<file path="config.mk">
export PLATFORM = sky130hd
export DESIGN_NAME = uart_tx_scheduler
export DESIGN_NICKNAME = d
export VERILOG_FILES = /design/src/rtl/uart_tx_scheduler.sv
export SDC_FILE = /design/constraint.sdc
export NUM_CORES = 1
export LEC_CHECK = 0
export CAP_MARGIN = 5
export CORE_ASPECT_RATIO = 1.1
export CORE_MARGIN = 2
export CORE_UTILIZATION = 50
export DETAILED_ROUTE_END_ITERATION = 12
export PLACE_DENSITY_LB_ADDON = 0.3
export REMOVE_ABC_BUFFERS = 1
export SETUP_SLACK_MARGIN = 0.5
export SYNTH_ARGS = -nofsm -noshare
export SYNTH_HDL_FRONTEND = slang
export SYNTH_SLANG_ARGS = --single-unit
</file>
<file path="constraint.sdc">
create_clock -name Clock -period 3.7 [get_ports Clock]
set_input_delay 0.555 -clock Clock [delete_from_list [all_inputs] [get_ports Clock]]
set_output_delay 0.555 -clock Clock [all_outputs]
set_load 0.01 [all_outputs]
</file>
<file path="src/rtl/uart_tx_scheduler.sv">
// Round-robin arbiter sharing one UART transmitter among NREQ byte producers.
// Grants one byte per frame, pulses the transmitter enable, and follows its done flag.
module uart_tx_scheduler #(
    parameter int NREQ    = 4,
    parameter int EN_HOLD = 4,
    parameter int TIMEOUT = 1048575,
    parameter int TO_W    = 20
) (
    input  logic              Clock,
    input  logic              Reset,
    input  logic [NREQ-1:0]   req_valid,
    input  logic [8*NREQ-1:0] req_data,
    output logic [NREQ-1:0]   req_ready,
    input  logic [3:0]        cfg_nbits,
    output logic              uart_tx_en,
    output logic [7:0]        uart_message,
    output logic [3:0]        uart_nbits,
    input  logic              uart_tx_done,
    output logic              busy,
    output logic [2:0]        grant_id,
    output logic              timeout_err
);
    localparam int EW = $clog2(EN_HOLD + 1);

    typedef enum logic [1:0] {S_IDLE, S_START, S_WAIT_DONE, S_WAIT_CLR} state_t;

    state_t          state_q, state_d;
    logic [2:0]      ptr_q, ptr_d;
    logic [2:0]      grant_id_q, grant_id_d;
    logic [7:0]      msg_q, msg_d;
    logic [3:0]      nbits_q, nbits_d;
    logic            tx_en_q, tx_en_d;
    logic            timeout_err_q, timeout_err_d;
    logic            armed_q, armed_d;
    logic [EW-1:0]   en_cnt_q, en_cnt_d;
    logic [TO_W-1:0] to_cnt_q, to_cnt_d;
    logic            done_s1_q, done_s2_q;

    // Requester bytes and valids padded to 8 entries so a 3-bit index is always in range
    logic [7:0] req_byte [8];
    logic [7:0] valid_pad;
    assign valid_pad = 8'(req_valid);

    generate
        for (genvar gi = 0; gi < 8; gi++) begin : g_byte
            if (gi < NREQ) begin : g_used
                assign req_byte[gi] = req_data[8*gi +: 8];
            end else begin : g_pad
                assign req_byte[gi] = 8'h00;
            end
        end
    endgenerate

    logic       sel_found;
    logic [2:0] sel_idx;
    logic [3:0] cand;

    // Descending scan so the candidate closest to ptr wins
    always_comb begin
        sel_found = 1'b0;
        sel_idx   = 3'd0;
        cand      = 4'd0;
        for (int k = NREQ - 1; k >= 0; k--) begin
            cand = {1'b0, ptr_q} + 4'(k);
            if (cand >= 4'(NREQ)) begin
                cand = cand - 4'(NREQ);
            end
            if (valid_pad[cand[2:0]]) begin
                sel_found = 1'b1;
                sel_idx   = cand[2:0];
            end
        end
    end

    logic       grant_now;
    logic [3:0] nbits_clamped;

    assign grant_now     = (state_q == S_IDLE) && sel_found && !Reset;
    assign nbits_clamped = (cfg_nbits == 4'd0 || cfg_nbits > 4'd8) ? 4'd8 : cfg_nbits;

    generate
        for (genvar gi = 0; gi < NREQ; gi++) begin : g_ready
            assign req_ready[gi] = grant_now && (sel_idx == 3'(gi));
        end
    endgenerate

    always_comb begin
        state_d       = state_q;
        ptr_d         = ptr_q;
        grant_id_d    = grant_id_q;
        msg_d         = msg_q;
        nbits_d       = nbits_q;
        tx_en_d       = tx_en_q;
        timeout_err_d = 1'b0;
        armed_d       = armed_q;
        en_cnt_d      = en_cnt_q;
        to_cnt_d      = to_cnt_q;
        case (state_q)
            S_IDLE: begin
                if (grant_now) begin
                    state_d    = S_START;
                    ptr_d      = (sel_idx == 3'(NREQ - 1)) ? 3'd0 : sel_idx + 3'd1;
                    grant_id_d = sel_idx;
                    msg_d      = req_byte[sel_idx];
                    nbits_d    = nbits_clamped;
                    tx_en_d    = 1'b1;
                    en_cnt_d   = '0;
                    armed_d    = 1'b0;
                end
            end
            S_START: begin
                // A done level left over from a previous frame must fall before a rise counts
                if (!done_s2_q) begin
                    armed_d = 1'b1;
                end
                if (en_cnt_q == EW'(EN_HOLD - 1)) begin
                    tx_en_d  = 1'b0;
                    state_d  = S_WAIT_DONE;
                    to_cnt_d = '0;
                end else begin
                    en_cnt_d = en_cnt_q + EW'(1);
                end
            end
            S_WAIT_DONE: begin
                to_cnt_d = to_cnt_q + TO_W'(1);
                if (!done_s2_q) begin
                    armed_d = 1'b1;
                end
                if (to_cnt_q == TO_W'(TIMEOUT - 1)) begin
                    timeout_err_d = 1'b1;
                    state_d       = S_IDLE;
                end else if (done_s2_q && armed_q) begin
                    state_d = S_WAIT_CLR;
                end
            end
            S_WAIT_CLR: begin
                to_cnt_d = to_cnt_q + TO_W'(1);
                if (to_cnt_q == TO_W'(TIMEOUT - 1)) begin
                    timeout_err_d = 1'b1;
                    state_d       = S_IDLE;
                end else if (!done_s2_q) begin
                    state_d = S_IDLE;
                end
            end
            default: state_d = S_IDLE;
        endcase
    end

    always_ff @(posedge Clock or posedge Reset) begin
        if (Reset) begin
            state_q       <= S_IDLE;
            ptr_q         <= 3'd0;
            grant_id_q    <= 3'd0;
            msg_q         <= 8'h00;
            nbits_q       <= 4'd0;
            tx_en_q       <= 1'b0;
            timeout_err_q <= 1'b0;
            armed_q       <= 1'b0;
            en_cnt_q      <= '0;
            to_cnt_q      <= '0;
            done_s1_q     <= 1'b0;
            done_s2_q     <= 1'b0;
        end else begin
            state_q       <= state_d;
            ptr_q         <= ptr_d;
            grant_id_q    <= grant_id_d;
            msg_q         <= msg_d;
            nbits_q       <= nbits_d;
            tx_en_q       <= tx_en_d;
            timeout_err_q <= timeout_err_d;
            armed_q       <= armed_d;
            en_cnt_q      <= en_cnt_d;
            to_cnt_q      <= to_cnt_d;
            done_s1_q     <= uart_tx_done;
            done_s2_q     <= done_s1_q;
        end
    end

    assign uart_tx_en   = tx_en_q;
    assign uart_message = msg_q;
    assign uart_nbits   = nbits_q;
    assign grant_id     = grant_id_q;
    assign timeout_err  = timeout_err_q;
    assign busy         = (state_q != S_IDLE);

endmodule

</file>
==> impl_metrics.csv, run 1 <==
group,metric,value,unit
sta,tightest_slew,0.963,ns
final_layout,nNetsFinal,469,
clock_network,clock_sinks,48,
power_and_ir_drop,clkPwrFrac,11.4,%
place,dp_cells,478,
place,numPortBuffers,64,
floorplanning,design.core.area,5840,sq um
floorplanning,rows,29,
clock_network,cts_tree,"built",
power_and_ir_drop,p_leak,1.76,nW
synth,synth_flop_cell,"dfrtp_1",
power_and_ir_drop,p_comb_share,60.2,%
synth,synth_edf_count,0,
clock_network,clkTransAtPathRegs,0.08,ns
sta,drv_slew,0,
grt,met2_usage,38.6,%
floorplanning,start_util,52.4,%
sta,grt_setup_unrepaired,"yes",
grt,busiest_layer,"met2",
grt,grt_overflow,0,
critical_path,path_cells,"inv_2, ha_4, mux4_2, and4_4, a21oi_4, or2_4, buf_6, ha_1, inv_1, nor2_1, clkbuf_2",
floorplanning,num_io_pins,65,
grt,grt.total_usage,22.1,%
flow_run,max-cap-violations,0,
final_layout,stdcell_count,488,
drt,dr.pass1.iters,4,
critical_path,cp-end-kind,"output port",
drt,antenna_left,0,
synth,yosysWarnings,0,
clock_network,htree_levels,2,
final_layout,synthToLayoutAreaGrowth,28.7,%
critical_path,path_delay_family,"multiplexers",
power_and_ir_drop,peakVddDrop,0.451,mV
synth,async_reset_ff_share,100,%
critical_path,cp.required,3.14,ns
clock_network,cts_inserted_buffers,5,
sta,layout_setup_ws,0.553,ns
synth,seq_area_frac_synth,39.2,%
synth,synth_cell_types,52,
final_layout,post-route-util,67.4,%
power_and_ir_drop,powerDensity,662,nW/um^2
final_layout,final_layout_size_suffix_gt1_share,15.6,%
sta,relSlewSlack,35.7,%
synth,synth_area,3060,sq um
power_and_ir_drop,power_switching,1.12,mW
clock_network,worstSkewPairLatency,0.30,ns
drt,wl,7070,um
grt,grt_pass1_vias,2738,
power_and_ir_drop,seq_power_share,28.5,%
critical_path,criticalPathCategory,"register to output port",
grt,antenna_found_initial,0,
drt,wl_per_cell,14.5,um
grt,met3_usage,5.79,%
min_path,hold_class,"register to register",
final_layout,diodes,0,
sta,skew,0.00624,ns
critical_path,cpMaxStageDelayCell,"mux4_2",
floorplanning,die_y,86.1,um
clock_network,clockRootBuffer,"clkbuf_8",
critical_path,crit_arrival,2.59,ns
outcome,status,"completed",
power_and_ir_drop,finalPower,2.61,mW
final_layout,mostFrequentLayoutCells,"57 x clkdlybuf4s50_1, 48 x dfrtp_1, 41 x nor2_1",
grt,grt_pass1_wl,12200,um
drt,remaining_drc_errors,0,
sta,finalHoldViolations,0,
power_and_ir_drop,switching_share,42.8,%
place,pre_cts_ws,0.0705,ns
critical_path,worst-path-buf-inv,4,
sta,fin_crit,3.15,ns
place,place.detailed.hpwl,5330,um
drt,vias,2701,
critical_path,cpPeakStageDelay,0.51,ns
place,routabilityCongestion,0.801,
floorplanning,dieArea,6770,sq um
drt,vias_per_cell,5.53,
synth,syn_avg_cell_area,9.09,sq um
sta,finalSetupViolations,0,
final_layout,layout_commonest_cell,"clkdlybuf4s50_1",
sta,period_share,85.0,%
synth,syn_inst,337,
synth,yosys_register_bits,48,
clock_network,clockBufferDepth,2,
critical_path,cp_max_fo,3,
floorplanning,die_w,78.6,um
sta,fmax,318,MHz
drt,drtIter0Drc,124,
sta,finalSetupTns,0,ns
critical_path,worstSetupStartpointType,"register",
power_and_ir_drop,intPower,1.49,mW
grt,grt_use_met1,27.4,%
grt,grt_max_degree,49,
synth_stat cells, drive strengths merged (3+ instances only):
cell	n	area (sq um)
and3	6	37.5
a211oi	8	100
inv	26	97.6
or3	5	31.3
xor2	7	61.3
o211a	9	90.1
nand3	14	70.1
o21ai	21	109
a31oi	4	25.0
nor2	41	154
xnor2	8	70.1
nand2b	7	43.8
clkbuf	3	11.3
ha	15	188
buf	11	83.8
a21boi	3	22.5
mux2i	4	40.0
a21oi	19	136
nand2	35	131
nor3	3	15.0
nand4	9	56.3
and2	4	25.0
dfrtp	48	1200
flip-flops by register name (all words and copies together) (netlist names):
register and cells:
armed_q 1, done_s1_q 1, done_s2_q 1, en_cnt_q 3, grant_id 3, ptr_q 3
state_q 2, timeout_err 1, to_cnt_q 20, uart_message 8, uart_nbits 4, uart_tx_en 1
final cells by class:
class	instances	area, sq um
inverter	26	100
sequential	48	1200
tap	77	96.3
clock buffer	6	72.6
multi-input combinational	249	1710
clock inverter	1	5.00
timing repair buffer	81	754
fill	482	1900
stage by stage:
stage          hold slack, ns  area (sq um)
6_report                0.350          3940
5_1_grt                 0.365          3940
4_1_cts                 0.353          3930
3_5_place_dp            0.335          3810
3_3_place_gp            0.333          3810
2_1_floorplan           0.331          2970
power groups by stage:
stage               Sequential, mW  Clock (mW)  Combinational, mW
finish                       0.742       0.296               1.57
global route                 0.754       0.321               1.74
CTS                          0.743       0.300               1.55
detailed placement           0.751           0               1.47
global placement             0.747           0               1.44
floorplan                    0.797           0              0.857
cells by family after synthesis:
| kind of cell | share of synthesized area [%] |
|---|---|
| AOI/OAI and AO/OA | 20.6 |
| muxes | 3.15 |
| buffers and inverters | 6.29 |
| DFF | 39.2 |
| xor gates and xnor gates | 4.29 |
| adders and majority gates | 6.13 |
| and+or+nand+nor | 20.4 |
per-layer routing:
| layer | vias to the layer above | part of all wire, % |
|---|---|---|
| li1 | 1324 | - |
| met1 | 1310 | 46 |
| met2 | 60 | 48 |
| met3 | 7 | 5.6 |
| met4 | 0 | 0.76 |
| met5 | - | 0 |
timing repair:
action / 4_1_cts / 5_1_grt
hold buffers: 0 / 0
buffers inserted: 3 / 0
setup endpoints to repair: 4 / 4
gates resized for setup: 24 / 9
pin swaps: 3 / 3
gates cloned: 0 / 0
path summary, 6_finish.rpt:
| kind | start | endpoint | slack (ns) | cells after the start |
|---|---|---|---|---|
| hold reg to reg | done_s1_q$_DFF_PP0_ | done_s2_q$_DFF_PP0_ | 0.35 | 0 |
| setup / recovery | ptr_q[1]$_DFFE_PP0P_ | req_ready[3] | 0.55 | 11 |
| hold / removal | done_s1_q$_DFF_PP0_ | done_s2_q$_DFF_PP0_ | 0.35 | 0 |
| setup reg to reg | ptr_q[0]$_DFFE_PP0P_ | en_cnt_q[1]$_DFFE_PP0P_ | 1.03 | 8 |
| min in group asynchronous | Reset | uart_message[1]$_DFFE_PP0P_ | 0.89 | 2 |
| max in group asynchronous | Reset | en_cnt_q[1]$_DFFE_PP0P_ | 2.21 | 2 |
No activity file was read; power rests on OpenSTA's default activity.
==> run 2: changes to the inputs <==
--- a/config.mk
+++ b/config.mk
@@ -7,7 +7,6 @@
 export LEC_CHECK = 0
 export CAP_MARGIN = 5
 export CORE_ASPECT_RATIO = 1.1
-export CORE_MARGIN = 2
 export CORE_UTILIZATION = 50
 export DETAILED_ROUTE_END_ITERATION = 12
 export PLACE_DENSITY_LB_ADDON = 0.3
==> impl_metrics.csv, run 2 (synthesis results as in run 1) <==
group,metric,value,unit
outcome,status,"completed",
floorplanning,dieArea,6440,sq um
grt,antenna_found_initial,0,
final_layout,multi_input_area,1700,sq um
sta,period_share,85.9,%
grt,grt_overflow,0,
critical_path,crit_arrival,2.62,ns
drt,dr.pass1.iters,4,
floorplanning,die_w,76.6,um
sta,grt_setup_unrepaired,"yes",
critical_path,cpMaxStageDelayCell,"mux4_2",
drt,dr_wl_met2,3400,um
final_layout,nNetsFinal,467,
place,place_area,3810,sq um
power_and_ir_drop,finalPower,2.56,mW
clock_network,clockBufferDepth,2,
final_layout,fill_cells,470,
drt,antenna_left,0,
critical_path,criticalPathCategory,"register to output port",
final_layout,seq_area,1200,sq um
drt,drtIter0Drc,86,
sta,layout_setup_ws,0.520,ns
sta,fin_crit,3.18,ns
drt,wl,6910,um
final_layout,mostFrequentLayoutCells,"58 x clkdlybuf4s50_1, 48 x dfrtp_1, 41 x nor2_1",
critical_path,path_delay_family,"multiplexers",
sta,relSlewSlack,35.3,%
clock_network,cts_inserted_buffers,5,
final_layout,layout_commonest_cell,"clkdlybuf4s50_1",
critical_path,worst-path-buf-inv,3,
sta,drv_slew,0,
clock_network,clock_sinks,48,
clock_network,cts_tree,"built",
power_and_ir_drop,peakVddDrop,0.371,mV
clock_network,htree_levels,2,
critical_path,worstSetupStartpointType,"register",
sta,tightest_slew,0.969,ns
final_layout,regMostFlops,"to_cnt_q",
min_path,min_from,"done_s1_q$_DFF_PP0_",
drt,highest_layer,"met4",
critical_path,cp.required,3.14,ns
power_and_ir_drop,p_leak,1.75,nW
drt,wl_per_cell,14.2,um
drt,wl_met3,410,um
floorplanning,rows,29,
critical_path,path_cells,"inv_2, ha_4, mux4_2, and4_4, a21oi_4, or2_4, ha_1, inv_1, nor2_1, clkdlybuf4s15_2",
final_layout,fin_area,3910,sq um
final_layout,largest_reg_flops,20,
sta,skew,0.0111,ns
drt,vias,2674,
sta,finalSetupTns,0,ns
clock_network,clkTransAtPathRegs,0.08,ns
final_layout,diodes,0,
flow_run,max-cap-violations,0,
drt,remaining_drc_errors,0,
sta,finalSetupViolations,0,
critical_path,cpPeakStageDelay,0.52,ns
place,place.detailed.hpwl,5270,um
floorplanning,start_util,52.4,%
final_layout,final_layout_size_suffix_gt1_share,14.4,%
clock_network,worstSkewPairLatency,0.30,ns
sta,fmax,314,MHz
critical_path,cp-end-kind,"output port",
grt,grt_pass1_wl,12300,um
grt,grt_pass1_vias,2790,
final_layout,post-route-util,66.9,%
sta,finalHoldViolations,0,
grt,grt_max_degree,49,
critical_path,cp_max_fo,4,
power_and_ir_drop,powerDensity,655,nW/um^2
floorplanning,die_y,84.1,um
floorplanning,num_io_pins,65,
grt,grt.total_usage,23.3,%
min_path,hold_class,"register to register",
critical_path,crit_start,"ptr_q[0]$_DFFE_PP0P_",
drt,m1WireLength,3030,um
drt,vias_per_cell,5.50,
place,routabilityCongestion,0.861,
floorplanning,design.core.area,5840,sq um
final_layout,synthToLayoutAreaGrowth,27.7,%
critical_path,regToRegStartpoint,"ptr_q[0]$_DFFE_PP0P_",
place,pre_cts_ws,0.125,ns
place,numPortBuffers,64,
clock_network,clockRootBuffer,"clkbuf_8",
==> run 2: layer usage <==
metal | track usage, % | vias up
li1 | - | 1318
met1 | 28.1 | 1267
met2 | 41.4 | 81
met3 | 6.23 | 8
met4 | 5.24 | 0
met5 | 0 | -
==> run 2: through the flow <==
| step | hold WS (ns) | instances |
|---|---|---|
| after global routing | 0.372 | 486 |
| after CTS | 0.361 | 486 |
| after global placement | 0.336 | 478 |
| after detailed placement | 0.340 | 478 |
| after floorplan | 0.331 | 323 |
| final | 0.358 | 486 |
==> run 2: timing repair <==
| action | CTS | global route |
|---|---|---|
| pin swaps | 1 | 1 |
| gates resized for setup | 16 | 8 |
| hold buffers | 0 | 0 |
| setup endpoints to repair | 4 | 4 |
| buffers inserted | 1 | 0 |
==> run 2: path summary, 6_finish.rpt <==
path                                           end  slack (ns)  cells after the start
max                                   req_ready[3]        0.52                     10
min                            done_s2_q$_DFF_PP0_        0.36                      0
max reg2reg                en_cnt_q[1]$_DFFE_PP0P_        1.04                      9
min reg2reg                    done_s2_q$_DFF_PP0_        0.36                      0
max in group asynchronous  to_cnt_q[5]$_DFFE_PP0P_        2.18                      2
min in group asynchronous     ptr_q[2]$_DFFE_PP0P_        0.91                      2
==> run 2: power by group <==
group	total [mW]	switching [mW]	internal (mW)
clock network	0.288	0.159	0.129
registers	0.746	0.0923	0.654
logic	1.53	0.846	0.680
total	2.56	1.10	1.46
==> run 2: area by class of cell <==
class,instances,share of cell area (%)
Inverter,26,2.50
Multi-Input combinational cell,249,43.4
Sequential cell,48,30.7
Clock inverter,1,0.128
Timing Repair Buffer,79,18.9
Tap cell,77,2.46
Clock buffer,6,1.86
